$ cat src/rtl/mem_access_pkg.sv
// Shared op codes, FSM states and op-decode helpers for the MEM-stage
// load/store unit (mem_access_unit, mem_lane_fmt).
package mem_access_pkg;

    typedef enum logic [2:0] {
        OP_LW  = 3'b000,
        OP_LH  = 3'b001,
        OP_LHU = 3'b010,
        OP_LB  = 3'b011,
        OP_LBU = 3'b100,
        OP_SW  = 3'b101,
        OP_SH  = 3'b110,
        OP_SB  = 3'b111
    } op_e;

    typedef enum logic {
        ST_IDLE = 1'b0,
        ST_WB   = 1'b1
    } state_e;

    function automatic logic is_store(op_e op);
        return (op == OP_SW) || (op == OP_SH) || (op == OP_SB);
    endfunction

    function automatic logic is_sub_word(op_e op);
        return (op == OP_SH) || (op == OP_SB);
    endfunction

    function automatic logic is_half(op_e op);
        return (op == OP_LH) || (op == OP_LHU) || (op == OP_SH);
    endfunction

    function automatic logic is_byte(op_e op);
        return (op == OP_LB) || (op == OP_LBU) || (op == OP_SB);
    endfunction

    function automatic logic is_signed(op_e op);
        return (op == OP_LH) || (op == OP_LB);
    endfunction

    // Byte offset inside the word; halves and words are force-aligned.
    function automatic logic [1:0] lane_off(op_e op, logic [1:0] a);
        if (is_byte(op)) return a;
        if (is_half(op)) return {a[1], 1'b0};
        return 2'b00;
    endfunction

endpackage

$ cat src/rtl/mem_access_if.sv
// Pipeline-side request/load bus plus data-memory strobes of the MEM unit.
// slave = the unit, master = pipeline and data memory.
interface mem_access_if #(
    parameter int ADDR_W = 32
);
    logic              req_valid;
    logic              req_ready;
    logic [2:0]        req_op;
    logic [ADDR_W-1:0] req_addr;
    logic [31:0]       req_wdata;
    logic              load_valid;
    logic [31:0]       load_data;
    logic              misalign;
    logic              dm_mem_read;
    logic              dm_mem_write;
    logic [31:0]       dm_address;
    logic [31:0]       dm_write_data;
    logic [31:0]       dm_read_data;

    modport slave (
        input  req_valid, req_op, req_addr, req_wdata, dm_read_data,
        output req_ready, load_valid, load_data, misalign,
        output dm_mem_read, dm_mem_write, dm_address, dm_write_data
    );

    modport master (
        output req_valid, req_op, req_addr, req_wdata, dm_read_data,
        input  req_ready, load_valid, load_data, misalign,
        input  dm_mem_read, dm_mem_write, dm_address, dm_write_data
    );
endinterface

$ cat src/rtl/mem_lane_fmt.sv
// Combinational byte-lane formatter: extract+extend for loads and
// lane merge for sub-word stores. BIG_ENDIAN selects lane numbering.
module mem_lane_fmt
    import mem_access_pkg::*;
#(
    parameter bit BIG_ENDIAN = 1'b0
) (
    input  op_e         i_op,
    input  logic [1:0]  i_off,
    input  logic [31:0] i_rdata,
    input  logic [31:0] i_wdata,
    output logic [31:0] o_load,
    output logic [31:0] o_merge
);

    logic [1:0]  w_lane;
    logic [4:0]  w_sh;
    logic [31:0] w_shifted;
    logic [31:0] w_mask;
    logic        w_sx;

    // Map the byte offset to a bit position, then extract or merge there.
    always_comb begin
        w_lane    = i_off;
        if (BIG_ENDIAN) begin
            if (is_byte(i_op))      w_lane = ~i_off;
            else if (is_half(i_op)) w_lane = 2'd2 - i_off;
            else                    w_lane = 2'd0;
        end
        w_sh      = {w_lane, 3'b000};
        w_shifted = i_rdata >> w_sh;
        w_sx      = 1'b0;
        o_load    = w_shifted;
        if (is_byte(i_op)) begin
            w_sx   = is_signed(i_op) & w_shifted[7];
            o_load = {{24{w_sx}}, w_shifted[7:0]};
        end else if (is_half(i_op)) begin
            w_sx   = is_signed(i_op) & w_shifted[15];
            o_load = {{16{w_sx}}, w_shifted[15:0]};
        end
        w_mask    = is_byte(i_op) ? 32'h0000_00FF : 32'h0000_FFFF;
        w_mask    = w_mask << w_sh;
        o_merge   = (i_rdata & ~w_mask) | ((i_wdata << w_sh) & w_mask);
    end

endmodule

$ cat src/rtl/mem_access_unit.sv
// MEM-stage load/store front end with 2-cycle RMW for SH/SB.
// Define MISALIGN_TRAP_EN to trap misaligned requests instead of aligning.
module mem_access_unit
    import mem_access_pkg::*;
#(
    parameter int ADDR_W     = 32,
    parameter bit BIG_ENDIAN = 1'b0
) (
    input logic         clk,
    input logic         rst,
    mem_access_if.slave bus
);

    state_e      r_state;
    state_e      w_state_nxt;
    logic        r_load_valid;
    logic [31:0] r_load_data;
    logic        r_misalign;
    logic [31:0] r_merge;
    logic [31:0] r_waddr;

    op_e         w_op;
    logic [31:0] w_addr32;
    logic [31:0] w_waddr;
    logic [1:0]  w_off;
    logic        w_acc;
    logic        w_mis;
    logic        w_ld_done;
    logic        w_mis_pulse;
    logic        w_rmw;
    logic [31:0] w_load;
    logic [31:0] w_merge;

    assign w_op     = op_e'(bus.req_op);
    assign w_addr32 = 32'(bus.req_addr);
    assign w_waddr  = {w_addr32[31:2], 2'b00};
    assign w_off    = lane_off(w_op, w_addr32[1:0]);
    assign w_acc    = bus.req_valid && (r_state == ST_IDLE) && !rst;

`ifdef MISALIGN_TRAP_EN
    assign w_mis = (is_half(w_op) && w_addr32[0]) ||
                   ((w_op == OP_LW || w_op == OP_SW) &&
                    (w_addr32[1:0] != 2'b00));
`else
    assign w_mis = 1'b0;
`endif

    mem_lane_fmt #(
        .BIG_ENDIAN (BIG_ENDIAN)
    ) u_fmt (
        .i_op    (w_op),
        .i_off   (w_off),
        .i_rdata (bus.dm_read_data),
        .i_wdata (bus.req_wdata),
        .o_load  (w_load),
        .o_merge (w_merge)
    );

    assign bus.req_ready  = (r_state == ST_IDLE);
    assign bus.load_valid = r_load_valid;
    assign bus.load_data  = r_load_data;
    assign bus.misalign   = r_misalign;

    // Next state, memory strobes and register-load enables.
    always_comb begin
        w_state_nxt       = r_state;
        bus.dm_mem_read   = 1'b0;
        bus.dm_mem_write  = 1'b0;
        bus.dm_address    = w_waddr;
        bus.dm_write_data = bus.req_wdata;
        w_ld_done         = 1'b0;
        w_mis_pulse       = 1'b0;
        w_rmw             = 1'b0;
        case (r_state)
            ST_IDLE: begin
                if (w_acc) begin
                    if (w_mis) begin
                        w_mis_pulse = 1'b1;
                    end else if (!is_store(w_op)) begin
                        bus.dm_mem_read = 1'b1;
                        w_ld_done       = 1'b1;
                    end else if (!is_sub_word(w_op)) begin
                        bus.dm_mem_write = 1'b1;
                    end else begin
                        bus.dm_mem_read = 1'b1;
                        w_rmw           = 1'b1;
                        w_state_nxt     = ST_WB;
                    end
                end
            end
            ST_WB: begin
                bus.dm_mem_write  = !rst;
                bus.dm_address    = r_waddr;
                bus.dm_write_data = r_merge;
                w_state_nxt       = ST_IDLE;
            end
            default: w_state_nxt = ST_IDLE;
        endcase
    end

    // State register.
    always_ff @(posedge clk or posedge rst) begin
        if (rst) r_state <= ST_IDLE;
        else     r_state <= w_state_nxt;
    end

    // Load result, trap pulse and RMW merge holding registers.
    always_ff @(posedge clk or posedge rst) begin
        if (rst) begin
            r_load_valid <= 1'b0;
            r_load_data  <= 32'd0;
            r_misalign   <= 1'b0;
            r_merge      <= 32'd0;
            r_waddr      <= 32'd0;
        end else begin
            r_load_valid <= w_ld_done;
            r_misalign   <= w_mis_pulse;
            if (w_ld_done) r_load_data <= w_load;
            if (w_rmw) begin
                r_merge <= w_merge;
                r_waddr <= w_waddr;
            end
        end
    end

endmodule

$ cat src/flat_wrapper.sv
// flat-port wrapper written by rule: the top's interface ports become plain ports
module mem_access_unit_flat import mem_access_pkg::*;
#(
    parameter int ADDR_W     = 32,
    parameter bit BIG_ENDIAN = 1'b0
)
  (clk, rst, bus_req_valid, bus_req_op, bus_req_addr, bus_req_wdata, bus_dm_read_data, bus_req_ready, bus_load_valid, bus_load_data, bus_misalign, bus_dm_mem_read, bus_dm_mem_write, bus_dm_address, bus_dm_write_data);
  mem_access_if #(.ADDR_W(ADDR_W)) bus_i ();
  input logic clk;
  input logic rst;
  input wire logic [$bits(bus_i.req_valid)-1:0] bus_req_valid;
  input wire logic [$bits(bus_i.req_op)-1:0] bus_req_op;
  input wire logic [$bits(bus_i.req_addr)-1:0] bus_req_addr;
  input wire logic [$bits(bus_i.req_wdata)-1:0] bus_req_wdata;
  input wire logic [$bits(bus_i.dm_read_data)-1:0] bus_dm_read_data;
  output wire logic [$bits(bus_i.req_ready)-1:0] bus_req_ready;
  output wire logic [$bits(bus_i.load_valid)-1:0] bus_load_valid;
  output wire logic [$bits(bus_i.load_data)-1:0] bus_load_data;
  output wire logic [$bits(bus_i.misalign)-1:0] bus_misalign;
  output wire logic [$bits(bus_i.dm_mem_read)-1:0] bus_dm_mem_read;
  output wire logic [$bits(bus_i.dm_mem_write)-1:0] bus_dm_mem_write;
  output wire logic [$bits(bus_i.dm_address)-1:0] bus_dm_address;
  output wire logic [$bits(bus_i.dm_write_data)-1:0] bus_dm_write_data;
  assign bus_i.req_valid = bus_req_valid;
  assign bus_i.req_op = bus_req_op;
  assign bus_i.req_addr = bus_req_addr;
  assign bus_i.req_wdata = bus_req_wdata;
  assign bus_i.dm_read_data = bus_dm_read_data;
  assign bus_req_ready = bus_i.req_ready;
  assign bus_load_valid = bus_i.load_valid;
  assign bus_load_data = bus_i.load_data;
  assign bus_misalign = bus_i.misalign;
  assign bus_dm_mem_read = bus_i.dm_mem_read;
  assign bus_dm_mem_write = bus_i.dm_mem_write;
  assign bus_dm_address = bus_i.dm_address;
  assign bus_dm_write_data = bus_i.dm_write_data;
  mem_access_unit #(.ADDR_W(ADDR_W), .BIG_ENDIAN(BIG_ENDIAN)) u_core (.clk(clk), .rst(rst), .bus(bus_i));
endmodule
$ cat config.mk
export PLATFORM = sky130hd
export DESIGN_NAME = mem_access_unit_flat
export DESIGN_NICKNAME = d
export VERILOG_FILES = /design/src/rtl/mem_access_pkg.sv /design/src/rtl/mem_access_if.sv /design/src/rtl/mem_lane_fmt.sv /design/src/rtl/mem_access_unit.sv /design/src/flat_wrapper.sv
export SDC_FILE = /design/constraint.sdc
export NUM_CORES = 1
export LEC_CHECK = 0
export ABC_CLOCK_PERIOD_IN_PS = 7800
export BUFFER_PORTS_ARGS = -buffer_cell sky130_fd_sc_hd__buf_4
export CORE_MARGIN = 2
export CORE_UTILIZATION = 50
export DETAILED_ROUTE_END_ITERATION = 8
export PLACE_DENSITY = 0.79
export SETUP_SLACK_MARGIN = 0.02
export SLEW_MARGIN = 20
export SYNTH_ARGS = -nofsm -noshare
export SYNTH_HDL_FRONTEND = slang
export SYNTH_HIERARCHICAL = 1
export SYNTH_SLANG_ARGS = --single-unit
$ cat constraint.sdc
create_clock -name clk -period 7.8 [get_ports clk]
set_input_delay 0 -clock clk [delete_from_list [all_inputs] [get_ports clk]]
set_output_delay 0 -clock clk [all_outputs]
set_load 0.01 [all_outputs]
## Yosys cells after proc, flatten, opt, wreduce, memory -nomap -nowiden

Cells that the tools add are included.

| operators by class | value |
|---|---|
| equality and inequality tests | 7 |
| shift operators | 3 |
| muxes and demuxes | 27 |
| bitwise operators | 7 |
| reductions and logical operators | 11 |

Operators with widths:

| kind | number |
|---|---|
| two-way mux 32 bit | 4 |
| bitwise AND 32 bit | 2 |
| inverter 32 bit | 1 |
| bitwise OR 32 bit | 1 |
| left shift 16 x 5 -> 32 bit | 1 |
| left shift 32 x 5 -> 32 bit | 1 |
| >> shifter 32 x 5 -> 32 bit | 1 |
| two-way mux 1 bit | 16 |
| two-way mux 16 bit | 1 |
| equality test 3 bit, second input constant | 4 |
| logical OR 1 bit | 8 |
| two-way mux 2 bit | 4 |
| equality test 3 x 2 -> 1 bit, second input constant | 2 |
| one-hot mux 1 bit (2 select lines) | 2 |
| equality test 3 x 1 -> 1 bit, second input constant | 1 |
| bitwise AND 1 bit | 2 |
| logical AND 1 bit | 2 |
| logical NOT 1 bit | 1 |
| inverter 1 bit | 1 |

| word-level totals | value |
|---|---|
| bits in registers | 96 |
| bits of input ports | 102 |
| output and inout port bits | 101 |
| logic and storage cells | 60 |

## Depth between registers and ports, before layout

| depth | value |
|---|---|
| depth after elaboration | 11 |
| depth in mapped cells | 10 |

## Hierarchy

Netlist, hierarchy kept.

By module, submodules not included:

| module | instances | cells an instance | area an instance (sq um) |
|---|---|---|---|
| mem_access_unit | 1 | 289 | 4408.0 |
| mem_lane_fmt | 1 | 174 | 1295.0 |

## Worst setup path before layout

Ideal clock, no wire load.

| timing | value |
|---|---|
| path type | input to register |
| start point | input bus_req_op[2] |
| end point | register u_core.r_merge[0] |
| arrival | 1.663 ns |
| data required time | 7.673 ns |
| path slack | 6.009 ns |
| stages | 8 |
| cells stage by stage | nor3b_1 a21oi_1 nor2b_1 buf_4 buf_2 nor2_1 mux2_2 mux2_1 |

| between the ends | value |
|---|---|
| longest elaborated chain between the ends | 11 |
| elaborated cells between the ends (all ways) | 31 |
| classes of those cells | eq/ne: 7; shift: 2; mux: 11; bitwise: 4; reduce/logical: 7 |

Ends and longest elaborated chain:

| what | line | RTL |
|---|---|---|
| start: declaration | flat_wrapper.sv:12 | `input wire logic [$bits(bus_i.req_op)-1:0] bus_req_op;` |
| equality test 3 x 1 -> 1 bit / equality test 3 x 2 -> 1 bit (equally long branches) | mem_access_pkg.sv:30 | `return (op == OP_LH) \|\| (op == OP_LHU) \|\| (op == OP_SH);` |
| logical OR 1 bit (2 in a row) | mem_access_pkg.sv:30 |  |
| two-way mux 1 bit (2 in a row) | mem_access_pkg.sv:44 | `if (is_half(op)) return {a[1], 1'b0};` |
| two-way mux 2 bit | mem_access_pkg.sv:45 | `return 2'b00;` |
| two-way mux 2 bit (*) | mem_access_pkg.sv:44 |  |
| via u_core.w_off[0] | mem_access_unit.sv:25 | `logic [1:0] w_off;` |
| left shift 16 x 5 -> 32 bit | mem_lane_fmt.sv:42 | `w_mask = w_mask << w_sh;` |
| inverter 32 bit | mem_lane_fmt.sv:43 | `o_merge = (i_rdata & ~w_mask) \| ((i_wdata << w_sh) & w_mask);` |
| bitwise AND 32 bit | mem_lane_fmt.sv:43 |  |
| bitwise OR 32 bit (*) | mem_lane_fmt.sv:43 |  |
| via u_core.w_merge[0] | mem_access_unit.sv:32 | `logic [31:0] w_merge;` |
| end signal: assignment | mem_access_unit.sv:120 | `r_merge <= w_merge;` |
| end: declaration | mem_access_unit.sv:19 | `logic [31:0] r_merge;` |

Mark *: on every way through the listed nets, which the timed path passes. The rest lies on a longest branch. The select of a mux whose other input is x is not followed.
A chain may end at the register's enable or synchronous reset.

## Worst setup path after layout

| timing | value |
|---|---|
| start point | input bus_req_op[0] |
| end point | register u_core.r_load_data[20], in the netlist u_core/bus.load_data[20] |

| between the ends | value |
|---|---|
| longest elaborated chain between the ends | 11 |
| elaborated cells between the ends (all ways) | 28 |
| classes of those cells | eq/ne: 7; shift: 1; mux: 11; bitwise: 2; reduce/logical: 7 |

Ends and longest elaborated chain:

| what | line | RTL |
|---|---|---|
| equality test 3 x 1 -> 1 bit / equality test 3 x 2 -> 1 bit (equally long branches) | mem_access_pkg.sv:30 |  |
| logical OR 1 bit (2 in a row) | mem_access_pkg.sv:30 |  |
| two-way mux 1 bit (2 in a row) | mem_access_pkg.sv:44 |  |
| two-way mux 2 bit | mem_access_pkg.sv:45 |  |
| two-way mux 2 bit (*) | mem_access_pkg.sv:44 |  |
| via u_core.w_off[1] | mem_access_unit.sv:25 |  |
| >> shifter 32 x 5 -> 32 bit (*) | mem_lane_fmt.sv:31 | `w_shifted = i_rdata >> w_sh;` |
| bitwise AND 1 bit | mem_lane_fmt.sv:38 | `w_sx = is_signed(i_op) & w_shifted[15];` |
| two-way mux 32 bit | mem_lane_fmt.sv:37 | `end else if (is_half(i_op)) begin` |
| two-way mux 32 bit (*) | mem_lane_fmt.sv:34 | `if (is_byte(i_op)) begin` |
| via u_core.w_load[20] | mem_access_unit.sv:31 | `logic [31:0] w_load;` |
| end signal: assignment | mem_access_unit.sv:118 | `if (w_ld_done) r_load_data <= w_load;` |
| end: declaration | mem_access_unit.sv:17 | `logic [31:0] r_load_data;` |

Marked as above.

==> out/results.ini <==
[synthesis]
synth-edff-count=0
syn_avg_cell_area_um2=12.3
ys_ff_latch=96
ys_warn_count=6
syn_area_mm2=0.00570
synth_cells=463
yosysUniqueCellTypes=40
synth_ff_type=dfrtp_1
async_reset_ff_share_pct=100
synth_seq_area_share_pct=42.1

[clock_tree]
clock_path_buffers=2
cts_inserted_buffers=9
cts_tree=built
clock_latency_ps=340
ctsResizeCount=0
cts-root-buf=clkbuf_16
cts.clk_slew.worst_paths_ps=70
h-tree-depth=3
cts.sinks=96

[detailed_routing]
drc=0
viasPerCell=5.56
drt_pre_antenna_iters=5
drtIter0Drc=270
ant_nets=0
num_vias=4600
drt-wirelength-per-cell_um=19.4
wl_met1_um=6580
top_layer=met4
route.met3.wl_um=1130
routed_wl_um=16000
met2WireLength_um=7900

[global_route]
grt_pass1_vias=4719
grt_max_degree=66
grt_pass1_wl_um=25400
grt_util_all_layers_pct=26.1
antenna_found_initial=0
grt_overflow=0

[timing]
setup_viol=0
drv_slew=0
tightestPinTransition_ps=952
hold-worst-slack_ps=20.8
skew_ps=3.44
period_share_pct=34.4
period_needed_ps=2680
finalHoldViolCount=0
final.setup.tns_ps=0
rsz0062_at_grt=false
max_slew_margin_pct=36.5
fmax_ghz=0.373

[outcome]
outcome=finished clean

[layout]
drive_gt1_share_pct=52.2
stdcell_count=827
layout-area-overhead-vs-synth_pct=38.5
antenna_cells=0
final_cell_mix=buf_4 (205), mux2_2 (122), dfrtp_1 (95)
register_area_mm2=0.00240
nFillCells=814
layout_commonest_cell=buf_4
final_area_mm2=0.00790
nets=781
multi_input_area_mm2=0.00307

[setup_path]
slowest_delay_ps=760
arrival_ps=2910
cpMaxStageDelayCell=o21a_1
cp_cell_sequence=buf_4 > xor2_1 > o21a_1 > inv_1 > o311ai_0 > a221o_1 > o21ai_0 > mux2_2
path_class=primary input to flip-flop
path_max_fanout=31
crit_buf_inv=2
cp-end-kind=flip-flop
worstPathRequired_ps=8030
start_kind=primary input
crit_family=compound AO/OA/AOI/OAI gates

[power]
ir_drop_mv=0.117
p_leak_nw=3.67
finalPower_w=0.00167
powerDensity_mw_per_mm2=212

[placement]
dp_hpwl_um=11400
port_buffers=199
dpl.cell_count=780
placed_area_mm2=0.00722
routabilityCongestion=0.858

[die]
num_rows=39
fp.dieW_um=111
ioPinCount=203
initial_core_util_pct=50.6
die_h_um=111
die-area_mm2=0.0123
core_mm2=0.0113

[worst_hold_path]
hp-class=primary input to flip-flop

[flow_run]
maxCapViolations=0

cell families (layout without fill, tap and decap cells):
logic type | Yosys count | after routing | synth area share [%]
DFF | 96 | 96 | 42.1
AOI/OAI and AO/OA | 61 | 61 | 7.33
other | 1 | 3 | 0.0658
buffers and inverters | 39 | 258 | 4.26
muxes | 206 | 206 | 40.8
and+or+nand+nor | 57 | 57 | 4.94
xor gates and xnor gates | 3 | 3 | 0.461
cells in the mapped netlist (3+ instances only):
master     instances  share of area [%]
mux2_2           122                 24
dfrtp_1           96                 42
mux2_1            59                 12
nand2_1           30                2.0
mux2i_1           17                3.0
buf_2             14                1.2
o21ai_0           14                1.2
nor2b_1           11                1.2
a21oi_1            9               0.79
o21a_1             9                1.2
buf_6              8                1.6
mux2_4             8                2.1
o22a_1             8                1.2
a211oi_1           7               0.92
inv_1              6               0.39
o2bb2ai_1          6               0.92
buf_4              5               0.66
clkbuf_1           5               0.33
nor2_1             4               0.26
xor2_1             3               0.46
routing by layer:
metal / vias up / global-route usage (%)
met3: 26 / 6.34
met4: 0 / 9.00
met2: 206 / 43.3
met1: 2249 / 33.4
met5: - / 0
li1: 2119 / -
worst reg2reg max path: stages (launching register included):
cell and delay [ps]:
dfrtp_2 390, buf_4 360, nor3b_2 350, and3_2 210, buf_4 630, mux2_2 470
report_power, final:
part	leakage (nW)	internal, W	total [W]	switching (W)
combinational	2.32	0.000254	0.000444	0.000191
sequential	1.17	0.000618	0.000685	0.0000667
clock	0.182	0.000353	0.000542	0.000189
total	3.67	0.00123	0.00167	0.000446
what timing repair did:
action,4_1_cts,5_1_grt
endpoints found under the hold margin,63,0
hold buffers,31,0
setup buffers,0,0
setup endpoints to repair,0,0
state kept, by name, summed over array words and instances (netlist names):
signal,count
u_core/bus.load_valid,1
u_core/r_state,1
u_core/r_waddr,30
u_core/r_merge,32
u_core/bus.load_data,32
through the flow:
stage,setup slack [ps],util [%]
after floorplan,5290,-
after global placement,5070,64.1
after detailed placement,4950,64.1
after CTS,5190,70.1
after global routing,4930,70.1
final,5120,70.1
final cells by class:
cell class / instances / share of cell area, %
clock buffer: 10 / 3.03
clock inverter: 6 / 1.65
inverter: 6 / 0.317
multi-input combinational: 330 / 38.9
sequential: 96 / 30.4
tap: 143 / 2.26
timing repair buffer: 236 / 23.4
path summary, 6_finish.rpt:
| path | slack, ps | start | to | cells after the start |
|---|---|---|---|---|
| hold reg to reg | 480 | u_core/r_merge[14] | u_core/r_merge[14] | 1 |
| min in group asynchronous | 240 | rst | u_core/bus.load_data[9] | 3 |
| max in group asynchronous | 6390 | rst | u_core/r_state | 4 |
| hold / removal | 20 | bus_dm_read_data[23] | u_core/r_merge[23] | 3 |
| setup / recovery | 5120 | bus_req_op[0] | u_core/bus.load_data[20] | 8 |
| setup reg to reg | 5270 | u_core/r_state | u_core/r_waddr[8] | 5 |
No activity file was read; power rests on OpenSTA's default activity.
